--- src/rtl/spi_pkg.sv ---
// Shared SPI constants and state encodings for the transmit and receive paths.
package spi_pkg;

    localparam int unsigned SPI_DATA_W = 32;
    localparam int unsigned SPI_LEN_W  = 16;

    // Transmit FSM encoding
    typedef enum logic [1:0] {
        TxIdle     = 2'd0,
        TxWaitData = 2'd1,
        TxShift    = 2'd2
    } tx_state_e;

    // Receive FSM encoding, kept alongside so both paths share one numbering
    typedef enum logic [1:0] {
        RxIdle     = 2'd0,
        RxWaitData = 2'd1,
        RxShift    = 2'd2
    } rx_state_e;

endpackage

--- src/rtl/spi_tx_if.sv ---
// Valid/ready word stream feeding the SPI transmit path.
interface spi_tx_if
    import spi_pkg::*;
#(
    parameter int unsigned DATA_W = SPI_DATA_W
) ();

    logic [DATA_W-1:0] tx_data_i;
    logic              tx_data_vld_i;
    logic              tx_data_rdy_o;

    modport master (
        output tx_data_i,
        output tx_data_vld_i,
        input  tx_data_rdy_o
    );

    modport slave (
        input  tx_data_i,
        input  tx_data_vld_i,
        output tx_data_rdy_o
    );

endinterface

--- src/rtl/spi_tx_buf.sv ---
// One-entry holding register between the word stream and the shifter.
module spi_tx_buf
    import spi_pkg::*;
#(
    parameter int unsigned DATA_W = SPI_DATA_W
) (
    input  logic              clk_i,
    input  logic              rst_n_i,
    input  logic              push_i,
    input  logic              pop_i,
    input  logic [DATA_W-1:0] data_i,
    output logic              full_o,
    output logic [DATA_W-1:0] data_o
);

    logic              r_full;
    logic [DATA_W-1:0] r_data;

    // Capture on push, release on pop; the caller never does both at once
    always_ff @(posedge clk_i or negedge rst_n_i) begin
        if (!rst_n_i) begin
            r_full <= 1'b0;
            r_data <= '0;
        end else if (push_i) begin
            r_full <= 1'b1;
            r_data <= data_i;
        end else if (pop_i) begin
            r_full <= 1'b0;
        end
    end

    assign full_o = r_full;
    assign data_o = r_data;

endmodule

--- src/rtl/spi_tx.sv ---
// SPI transmit datapath: buffers words and shifts them out MSB-first on tx_edge_i.
module spi_tx
    import spi_pkg::*;
#(
    parameter int unsigned DATA_W = SPI_DATA_W,
    parameter int unsigned LEN_W  = SPI_LEN_W
) (
    input  logic             clk_i,
    input  logic             rst_n_i,
    input  logic             en_i,
    input  logic             tx_edge_i,
    input  logic [LEN_W-1:0] tx_bits_len_i,
    input  logic             tx_bits_len_update_i,
    spi_tx_if.slave          tx_if,
    output logic             sdo,
    output logic             tx_done_o,
    output logic             tx_busy_o,
    output logic             tx_underrun_o
);

    localparam int unsigned IDX_W = $clog2(DATA_W);

    tx_state_e         r_state;
    logic [LEN_W-1:0]  r_cnt;
    logic [LEN_W-1:0]  r_len;
    logic [DATA_W-1:0] r_shift;
    logic              r_done;
    logic              r_underrun;

    logic              w_buf_full;
    logic [DATA_W-1:0] w_buf_data;
    logic              w_push;
    logic              w_pop;
    logic [LEN_W-1:0]  w_cnt_inc;
    logic              w_last;
    logic              w_word_end;

    assign w_cnt_inc  = r_cnt + LEN_W'(1);
    assign w_last     = (w_cnt_inc == r_len);
    assign w_word_end = (r_cnt[IDX_W-1:0] == IDX_W'(DATA_W - 1));
    assign w_push     = tx_if.tx_data_vld_i & ~w_buf_full;

    spi_tx_buf #(
        .DATA_W (DATA_W)
    ) u_buf (
        .clk_i   (clk_i),
        .rst_n_i (rst_n_i),
        .push_i  (w_push),
        .pop_i   (w_pop),
        .data_i  (tx_if.tx_data_i),
        .full_o  (w_buf_full),
        .data_o  (w_buf_data)
    );

    // Buffer is drained on the initial load and on a seamless word-boundary reload
    always_comb begin
        w_pop = 1'b0;
        if (en_i && w_buf_full) begin
            case (r_state)
                TxWaitData: w_pop = 1'b1;
                TxShift:    w_pop = tx_edge_i & ~w_last & w_word_end;
                default:    w_pop = 1'b0;
            endcase
        end
    end

    // Transfer FSM with bit counter, shifter and registered status pulses
    always_ff @(posedge clk_i or negedge rst_n_i) begin
        if (!rst_n_i) begin
            r_state    <= TxIdle;
            r_cnt      <= '0;
            r_len      <= '0;
            r_shift    <= '0;
            r_done     <= 1'b0;
            r_underrun <= 1'b0;
        end else begin
            r_done     <= 1'b0;
            r_underrun <= 1'b0;
            case (r_state)
                TxIdle: begin
                    if (tx_bits_len_update_i) begin
                        r_len <= tx_bits_len_i;
                    end
                    if (en_i && (r_len != '0)) begin
                        r_state <= TxWaitData;
                        r_cnt   <= '0;
                    end
                end
                TxWaitData: begin
                    if (!en_i) begin
                        r_state <= TxIdle;
                        r_cnt   <= '0;
                        r_shift <= '0;
                    end else begin
                        // Edge with nothing loaded: flag it, do not count it
                        r_underrun <= tx_edge_i;
                        if (w_buf_full) begin
                            r_shift <= w_buf_data;
                            r_state <= TxShift;
                        end
                    end
                end
                TxShift: begin
                    if (!en_i) begin
                        r_state <= TxIdle;
                        r_cnt   <= '0;
                        r_shift <= '0;
                    end else if (tx_edge_i) begin
                        if (w_last) begin
                            r_done  <= 1'b1;
                            r_state <= TxIdle;
                            r_cnt   <= '0;
                            r_shift <= '0;
                        end else if (w_word_end) begin
                            r_cnt <= w_cnt_inc;
                            if (w_buf_full) begin
                                r_shift <= w_buf_data;
                            end else begin
                                r_shift <= '0;
                                r_state <= TxWaitData;
                            end
                        end else begin
                            r_cnt   <= w_cnt_inc;
                            r_shift <= {r_shift[DATA_W-2:0], 1'b0};
                        end
                    end
                end
                default: begin
                    r_state <= TxIdle;
                    r_cnt   <= '0;
                    r_shift <= '0;
                end
            endcase
        end
    end

    assign sdo                 = r_shift[DATA_W-1];
    assign tx_done_o           = r_done;
    assign tx_underrun_o       = r_underrun;
    assign tx_busy_o           = (r_state != TxIdle);
    assign tx_if.tx_data_rdy_o = ~w_buf_full;

endmodule

--- src/flat_wrapper.sv ---
// flat-port wrapper written by rule: the top's interface ports become plain ports
module spi_tx_flat import spi_pkg::*;
#(
    parameter int unsigned DATA_W = SPI_DATA_W,
    parameter int unsigned LEN_W  = SPI_LEN_W
)
  (clk_i, rst_n_i, en_i, tx_edge_i, tx_bits_len_i, tx_bits_len_update_i, sdo, tx_done_o, tx_busy_o, tx_underrun_o, tx_if_tx_data_i, tx_if_tx_data_vld_i, tx_if_tx_data_rdy_o);
  spi_tx_if #(.DATA_W(DATA_W)) tx_if_i ();
  input  logic clk_i;
  input  logic rst_n_i;
  input  logic en_i;
  input  logic tx_edge_i;
  input  logic [LEN_W-1:0] tx_bits_len_i;
  input  logic tx_bits_len_update_i;
  output logic sdo;
  output logic tx_done_o;
  output logic tx_busy_o;
  output logic tx_underrun_o;
  input wire logic [$bits(tx_if_i.tx_data_i)-1:0] tx_if_tx_data_i;
  input wire logic [$bits(tx_if_i.tx_data_vld_i)-1:0] tx_if_tx_data_vld_i;
  output wire logic [$bits(tx_if_i.tx_data_rdy_o)-1:0] tx_if_tx_data_rdy_o;
  assign tx_if_i.tx_data_i = tx_if_tx_data_i;
  assign tx_if_i.tx_data_vld_i = tx_if_tx_data_vld_i;
  assign tx_if_tx_data_rdy_o = tx_if_i.tx_data_rdy_o;
  spi_tx #(.DATA_W(DATA_W), .LEN_W(LEN_W)) u_core (.clk_i(clk_i), .rst_n_i(rst_n_i), .en_i(en_i), .tx_edge_i(tx_edge_i), .tx_bits_len_i(tx_bits_len_i), .tx_bits_len_update_i(tx_bits_len_update_i), .tx_if(tx_if_i), .sdo(sdo), .tx_done_o(tx_done_o), .tx_busy_o(tx_busy_o), .tx_underrun_o(tx_underrun_o));
endmodule
--- config.mk ---
export PLATFORM = sky130hd
export DESIGN_NAME = spi_tx_flat
export DESIGN_NICKNAME = d
export VERILOG_FILES = /design/src/rtl/spi_pkg.sv /design/src/rtl/spi_tx_if.sv /design/src/rtl/spi_tx_buf.sv /design/src/rtl/spi_tx.sv /design/src/flat_wrapper.sv
export SDC_FILE = /design/constraint.sdc
export NUM_CORES = 1
export LEC_CHECK = 0
export BUFFER_PORTS_ARGS = -buffer_cell sky130_fd_sc_hd__buf_2
export CAP_MARGIN = 20
export CORE_MARGIN = 5
export CORE_UTILIZATION = 30
export CTS_BUF_LIST = sky130_fd_sc_hd__clkbuf_2
export CTS_CLUSTER_SIZE = 40
export DETAILED_ROUTE_END_ITERATION = 10
export PLACE_DENSITY_LB_ADDON = 0.05
export SYNTH_ARGS = -nofsm -noshare
export SYNTH_HDL_FRONTEND = slang
export SYNTH_SLANG_ARGS = --single-unit
export TNS_END_PERCENT = 1
--- constraint.sdc ---
create_clock -name clk_i -period 2.8 [get_ports clk_i]
set_input_delay 0.7 -clock clk_i [delete_from_list [all_inputs] [get_ports clk_i]]
set_output_delay 0.7 -clock clk_i [all_outputs]
set_load 0.03 [all_outputs]
-- Word level (Yosys, flattened, before mapping)
Index checks and enable logic that the tools add are counted.
- logic and storage cells: 68
- register bits: 101
- memories: 0
- memory bits (writable): 0
- bits of input ports: 54
- latch bits: 0
- bits in read-only memories: 0
- divide/modulo/power cells: 0
- reductions and logical operators: 10
- add/subtract/negate cells: 1
- bitwise logic cells: 6
- $lt $le $gt $ge: 0
- $mul: 0
- shift-type cells: 0
- eq/ne operators: 10
- muxes and demuxes: 33
- operators with widths (kind ; count):
    32-bit two-way mux ; 7
    32-bit case mux with 3 select lines ; 1
    16-bit two-way mux ; 5
    16-bit case mux with 3 select lines ; 1
    16-bit by 1-bit adder with 16-bit output, second input constant ; 1
    16-bit equality test ; 1
    2-bit two-way mux ; 8
    16-bit nonzero test ; 1
    1-bit two-way mux ; 9
    3-bit != test, second input constant ; 2
    2-bit case mux with 3 select lines ; 1
    3-bit AND reduction ; 2
    5-bit equality test, second input constant ; 1
    5-bit AND reduction ; 1
    4-bit by 2-bit != test with 1-bit output, second input constant ; 1
    4-bit by 3-bit != test with 1-bit output, second input constant ; 1
    2-bit nonzero test ; 2
    1-bit AND ; 3
    1-bit NOT ; 3
    2-bit by 1-bit equality test with 1-bit output, second input constant ; 1
    2-bit equality test, second input constant ; 1
    1-bit logical AND ; 2
    2-bit logical NOT ; 1
    2-bit by 1-bit != test with 1-bit output, second input constant ; 1
    3 further kinds ; 3

-- Longest topological paths before layout
- word-level depth: 9
- mapped depth: 13

-- Modules after synthesis
From an unflattened synthesis, not the netlist that was laid out.
- cells, all modules: 443
- area total of the unflattened synthesis: 5242.5 um^2
- by module, submodules not included (module ; cells an instance ; area an instance (um^2) ; times used ; sequential area each (um^2)):
    spi_tx ; 372 ; 3865.0 ; 1 ; 1701.6
    spi_tx_buf ; 71 ; 1377.6 ; 1 ; 825.8

-- Least setup slack after synthesis
Ideal clock, no wire load.
- kind: register to register
- start: register u_core.r_cnt[0]
- end: register u_core.r_shift[22]
- setup slack: -0.346 ns
- library setup time: 0.126 ns
- stages on the path, launching flop included: 13
- required time: 2.674 ns
- arrival time: 3.020 ns
- cells stage by stage: dfrtp_1 ha_1 nand2_1 nor2_1 ha_1 xor2_1 a2111oi_0 nand4_1 and4bb_1 nand3_2 a211o_1 buf_6 a221o_1
- longest elaborated chain between the ends: 6
- elaborated cells on any way between the ends: 8
- those cells by class: 1 x add/sub; 2 x eq/ne; 5 x mux
- ends and longest elaborated chain (item ; RTL line ; RTL):
    start, declared ; spi_tx.sv:24 ; logic [LEN_W-1:0] r_cnt;
    start signal, assigned ; spi_tx.sv:115 ; r_cnt <= w_cnt_inc;
    start signal, assigned ; spi_tx.sv:123 ; r_cnt <= w_cnt_inc;
    16-bit by 1-bit adder with 16-bit output or 5-bit equality test (tied branches) ; spi_tx.sv:38, spi_tx.sv:40 ;
    16-bit equality test or 32-bit two-way mux (tied branches) ; spi_tx.sv:39, spi_tx.sv:114 ;
    32-bit two-way mux * ; spi_tx.sv:109 ; if (w_last) begin
    32-bit two-way mux * ; spi_tx.sv:108 ; end else if (tx_edge_i) begin
    32-bit two-way mux * ; spi_tx.sv:104 ; if (!en_i) begin
    32-bit case mux with 3 select lines * ; spi_tx.sv:79 ; case (r_state)
    end signal, assigned ; spi_tx.sv:98 ; r_shift <= w_buf_data;
    end signal, assigned ; spi_tx.sv:117 ; r_shift <= w_buf_data;
    end signal, assigned ; spi_tx.sv:124 ; r_shift <= {r_shift[DATA_W-2:0], 1'b0};
    end, declared ; spi_tx.sv:26 ; logic [DATA_W-1:0] r_shift;
Every way passes the cells marked *; elsewhere a longest branch is shown, timed or not. The select of a mux whose other input is x is not followed.
A chain may end at the register's enable or synchronous reset.

-- Worst setup path after layout
- start: register u_core.r_cnt[1]
- end: register u_core.r_shift[8]
Same word-level chain as after synthesis.

==> metrics.cfg <==
[synth]
synth_async_sr_flop_share_pct=100
yosys_register_bits=101
synthesis.area_per_instance_sq_um=11.4
distinct_cells_synth=57
total_of_warnings_raised_by_yosys=0
edff_count_synth=0
synthesis.area_sq_um=5010
net_count_of_the_mapped_netlist=501
yosys_most_used_dff=dfrtp_1
syn_inst=441
synth_seq_area_share_pct=50.5

[timing]
worst_clock_skew_ps=48.6
tightestPinTransition_ps=679
finalSetupTns_ps=-2670
finalWorstPathRequiredPeriod_ps=2910
rsz0062_at_grt=true
worst_slew_margin_relative_to_its_limit_pct=54.6
timing.final.crit_share_pct=104
finalHoldWorstSlack_ps=7.92
fmax_ghz=0.344
timing_max_transition_violations_final=0
final.setup.worst_slack_ps=-109
hold_violations=0
final_setup_violating_endpoints=31

[outcome]
failed_checks=negative setup slack
status=complete, but fails checks

[flow_run]
cap_violations=0

[floorplan]
initial_core_util_pct=30.4
num_rows=47
boundaryPins=59
die_height_um=139
design.core.area_sq_um=16500
die_boundary_width_um=139
design.die.area_sq_um=19400

[final_layout]
finalNetCount=584
fill_cells=1689
layout-drive-gt1-share_pct=34.4
syn2layout_area_growth_pct=20.7
antenna_cells_inserted=0

[clocking]
tritoncts_num_sinks=101
max-clock-path-buffers=2
h-tree-depth=3
tritoncts=built
cts_root_buffer=clkbuf_2
cts-buffers-inserted=9
clk_latency_ps=630
clk_transition_reported_paths_ps=300

[grt]
via_count_of_the_first_global_routing_pass=3969
grt_pass1_wl_um=21900
number_of_antenna_violations_at_the_first_check_in_global_routing=0
grt.total_usage_pct=14.1
grt_max_degree=102
overflow=0

[critical_path]
critPathArrivalTime_ps=3430
worst_setup_path_end_kind=flip-flop
cp_data_required_time_ps=3320
path_max_fanout=7
reg2reg_setup_slack_ps=-110
r2r_start=u_core.r_cnt[1]$_DFFE_PN0P_
start_kind=flip-flop
crit_start=u_core.r_cnt[1]$_DFFE_PN0P_
worstSetupPathType=flip-flop to flip-flop

[detailed_routing]
detailedRoute.firstIterationViolations=244
drt-total-wl_um=13400
via_count=3824
drt-pass1-iter-count=4
via_per_inst=5.11
drc_errors=0
drt.antenna.violating_nets=0
route.detailed.wl_per_inst_um=17.9

[placement]
detailed_place_hpwl_um=9450
gpl.final_weighted_congestion=0.848
post-place-ws_ps=-266
placement.io_buffers=58

[min_path]
hp-class=input pin to asynchronous set/reset pin

[power_and_ir_drop]
leakage_nw=2.70
vdd.ir_drop.worst_uv=315
power_density_nw_per_um2=818

logic make-up (layout without fill, tap and decap cells):
logic type      Yosys count  count (layout)  share of synthesized area (%)
compound gates           88              88                           14.3
fa+ha+maj                 6               6                           1.50
flops                   101             101                           50.5
mux                      51              51                           11.4
xor+xnor                 18              18                           3.15
buf+inv                  40             128                           3.62
simple gates            137             137                           15.5
cell usage after synthesis (all sizes together) (3+ instances only):
cell | n | area share [%]
dfrtp | 101 | 50
and2 | 34 | 4.2
and4 | 4 | 0.70
nor4 | 7 | 1.0
nand2 | 32 | 2.4
nor2 | 11 | 0.82
o31ai | 7 | 1.0
a31oi | 5 | 0.62
mux2 | 49 | 11
nand2b | 3 | 0.37
o22ai | 6 | 0.75
ha | 6 | 1.5
o21ai | 9 | 0.90
nor3 | 3 | 0.30
clkbuf | 13 | 1.0
o311ai | 4 | 0.70
and3 | 7 | 0.87
inv | 14 | 1.0
a2bb2oi | 3 | 0.52
xor2 | 7 | 1.2
nand3 | 13 | 1.4
xnor2 | 11 | 1.9
buf | 13 | 1.6
a221o | 31 | 6.2
nor2b | 3 | 0.37
nand4 | 11 | 1.5
a21oi | 5 | 0.50
stage by stage:
stage / area, sq um / total power [mW] / instances / util [%]
2_1_floorplan: 5030 / 3.52 / 441 / -
3_3_place_gp: 5820 / 4.14 / 730 / 35.4
5_1_grt: 6040 / 5.29 / 749 / 36.7
4_1_cts: 6000 / 5.01 / 747 / 36.4
3_5_place_dp: 5820 / 4.17 / 730 / 35.4
6_report: 6040 / 4.94 / 749 / 36.7
cells in the final DEF, fill, tap and decap left out, drive strengths merged, types with 2 or more instances in the layout:
cell / Yosys / routed
nand4: 11 / 11
or3: 2 / 2
xor2: 7 / 7
a31oi: 5 / 5
o2111ai: 2 / 2
nand3: 13 / 13
nor4: 7 / 7
a21oi: 5 / 5
o311ai: 4 / 4
mux2i: 2 / 2
and3: 7 / 7
and2: 34 / 34
dfrtp: 101 / 101
and4: 4 / 4
a221o: 31 / 31
nor2b: 3 / 3
o21ai: 9 / 9
clkinv: 0 / 3
o31ai: 7 / 7
a41oi: 2 / 2
nand2: 32 / 32
a2bb2oi: 3 / 3
nand2b: 3 / 3
clkbuf: 13 / 9
mux2: 49 / 49
nor2: 11 / 11
o22ai: 6 / 6
ha: 6 / 6
o211ai: 2 / 2
xnor2: 11 / 11
nor3: 3 / 3
inv: 14 / 16
buf: 13 / 98
and3b: 2 / 2
registers in the layout, indices dropped and copies added, names as in the netlist:
| signal | flops |
|---|---|
| u_core.r_shift | 32 |
| u_core.u_buf.data_o | 32 |
| u_core.r_cnt | 16 |
| u_core.r_len | 16 |
| u_core.r_state | 2 |
| u_core.tx_done_o | 1 |
| u_core.tx_underrun_o | 1 |
| u_core.u_buf.full_o | 1 |
layout make-up:
type                            instances  area (sq um)  share of cell area, %
Sequential cell                       101          2530                   41.8
Multi-Input combinational cell        300          2400                   39.6
Timing Repair Buffer                   98           656                   10.8
Tap cell                              220           275                   4.55
Clock inverter                          7          91.3                   1.51
Inverter                               14          52.6                  0.870
Clock buffer                            9          45.0                  0.745
final timing paths:
kind                                                        to  depth (start not counted)
worst min-delay path               u_core.r_cnt[3]$_DFFE_PN0P_                          2
min in group clk_i                 u_core.r_len[4]$_DFFE_PN0P_                          2
worst min register to register  u_core.r_shift[27]$_DFFE_PN0P_                          1
worst max register to register   u_core.r_shift[8]$_DFFE_PN0P_                         12
max in group asynchronous       u_core.r_shift[22]$_DFFE_PN0P_                          2
worst max-delay path             u_core.r_shift[8]$_DFFE_PN0P_                         12
repair_timing:
item | 4_1_cts | 5_1_grt
hold endpoints to repair | 0 | 0
hold buffers | 0 | 0
setup endpoints to repair | 40 | 42
buffers inserted | 1 | 2
resized for setup | 7 | 9
pin swaps | 5 | 4
power by group:
part	switching [mW]	internal, mW	total [mW]
Sequential	0.423	1.96	2.38
Combinational	0.874	0.894	1.77
Clock	0.564	0.228	0.792
Total	1.86	3.08	4.94
routing by layer:
metal,global-route usage [%],part of all wire [%],vias to the layer above
met4,4.53,2.1,0
li1,-,-,1806
met1,19.8,49,1907
met2,21.5,45,91
met3,3.59,4.4,20
met5,0,0,-
worst max-delay path, stage by stage, from the launching register on:
cell	delay, ps
dfrtp_1	470
buf_4	120
buf_4	90
buf_4	100
and3_1	360
nand4_1	220
xnor2_1	250
and4bb_2	290
and4_4	260
nor4_4	50
buf_4	170
buf_4	150
a221o_1	290
No activity file was read; power rests on OpenSTA's default activity.
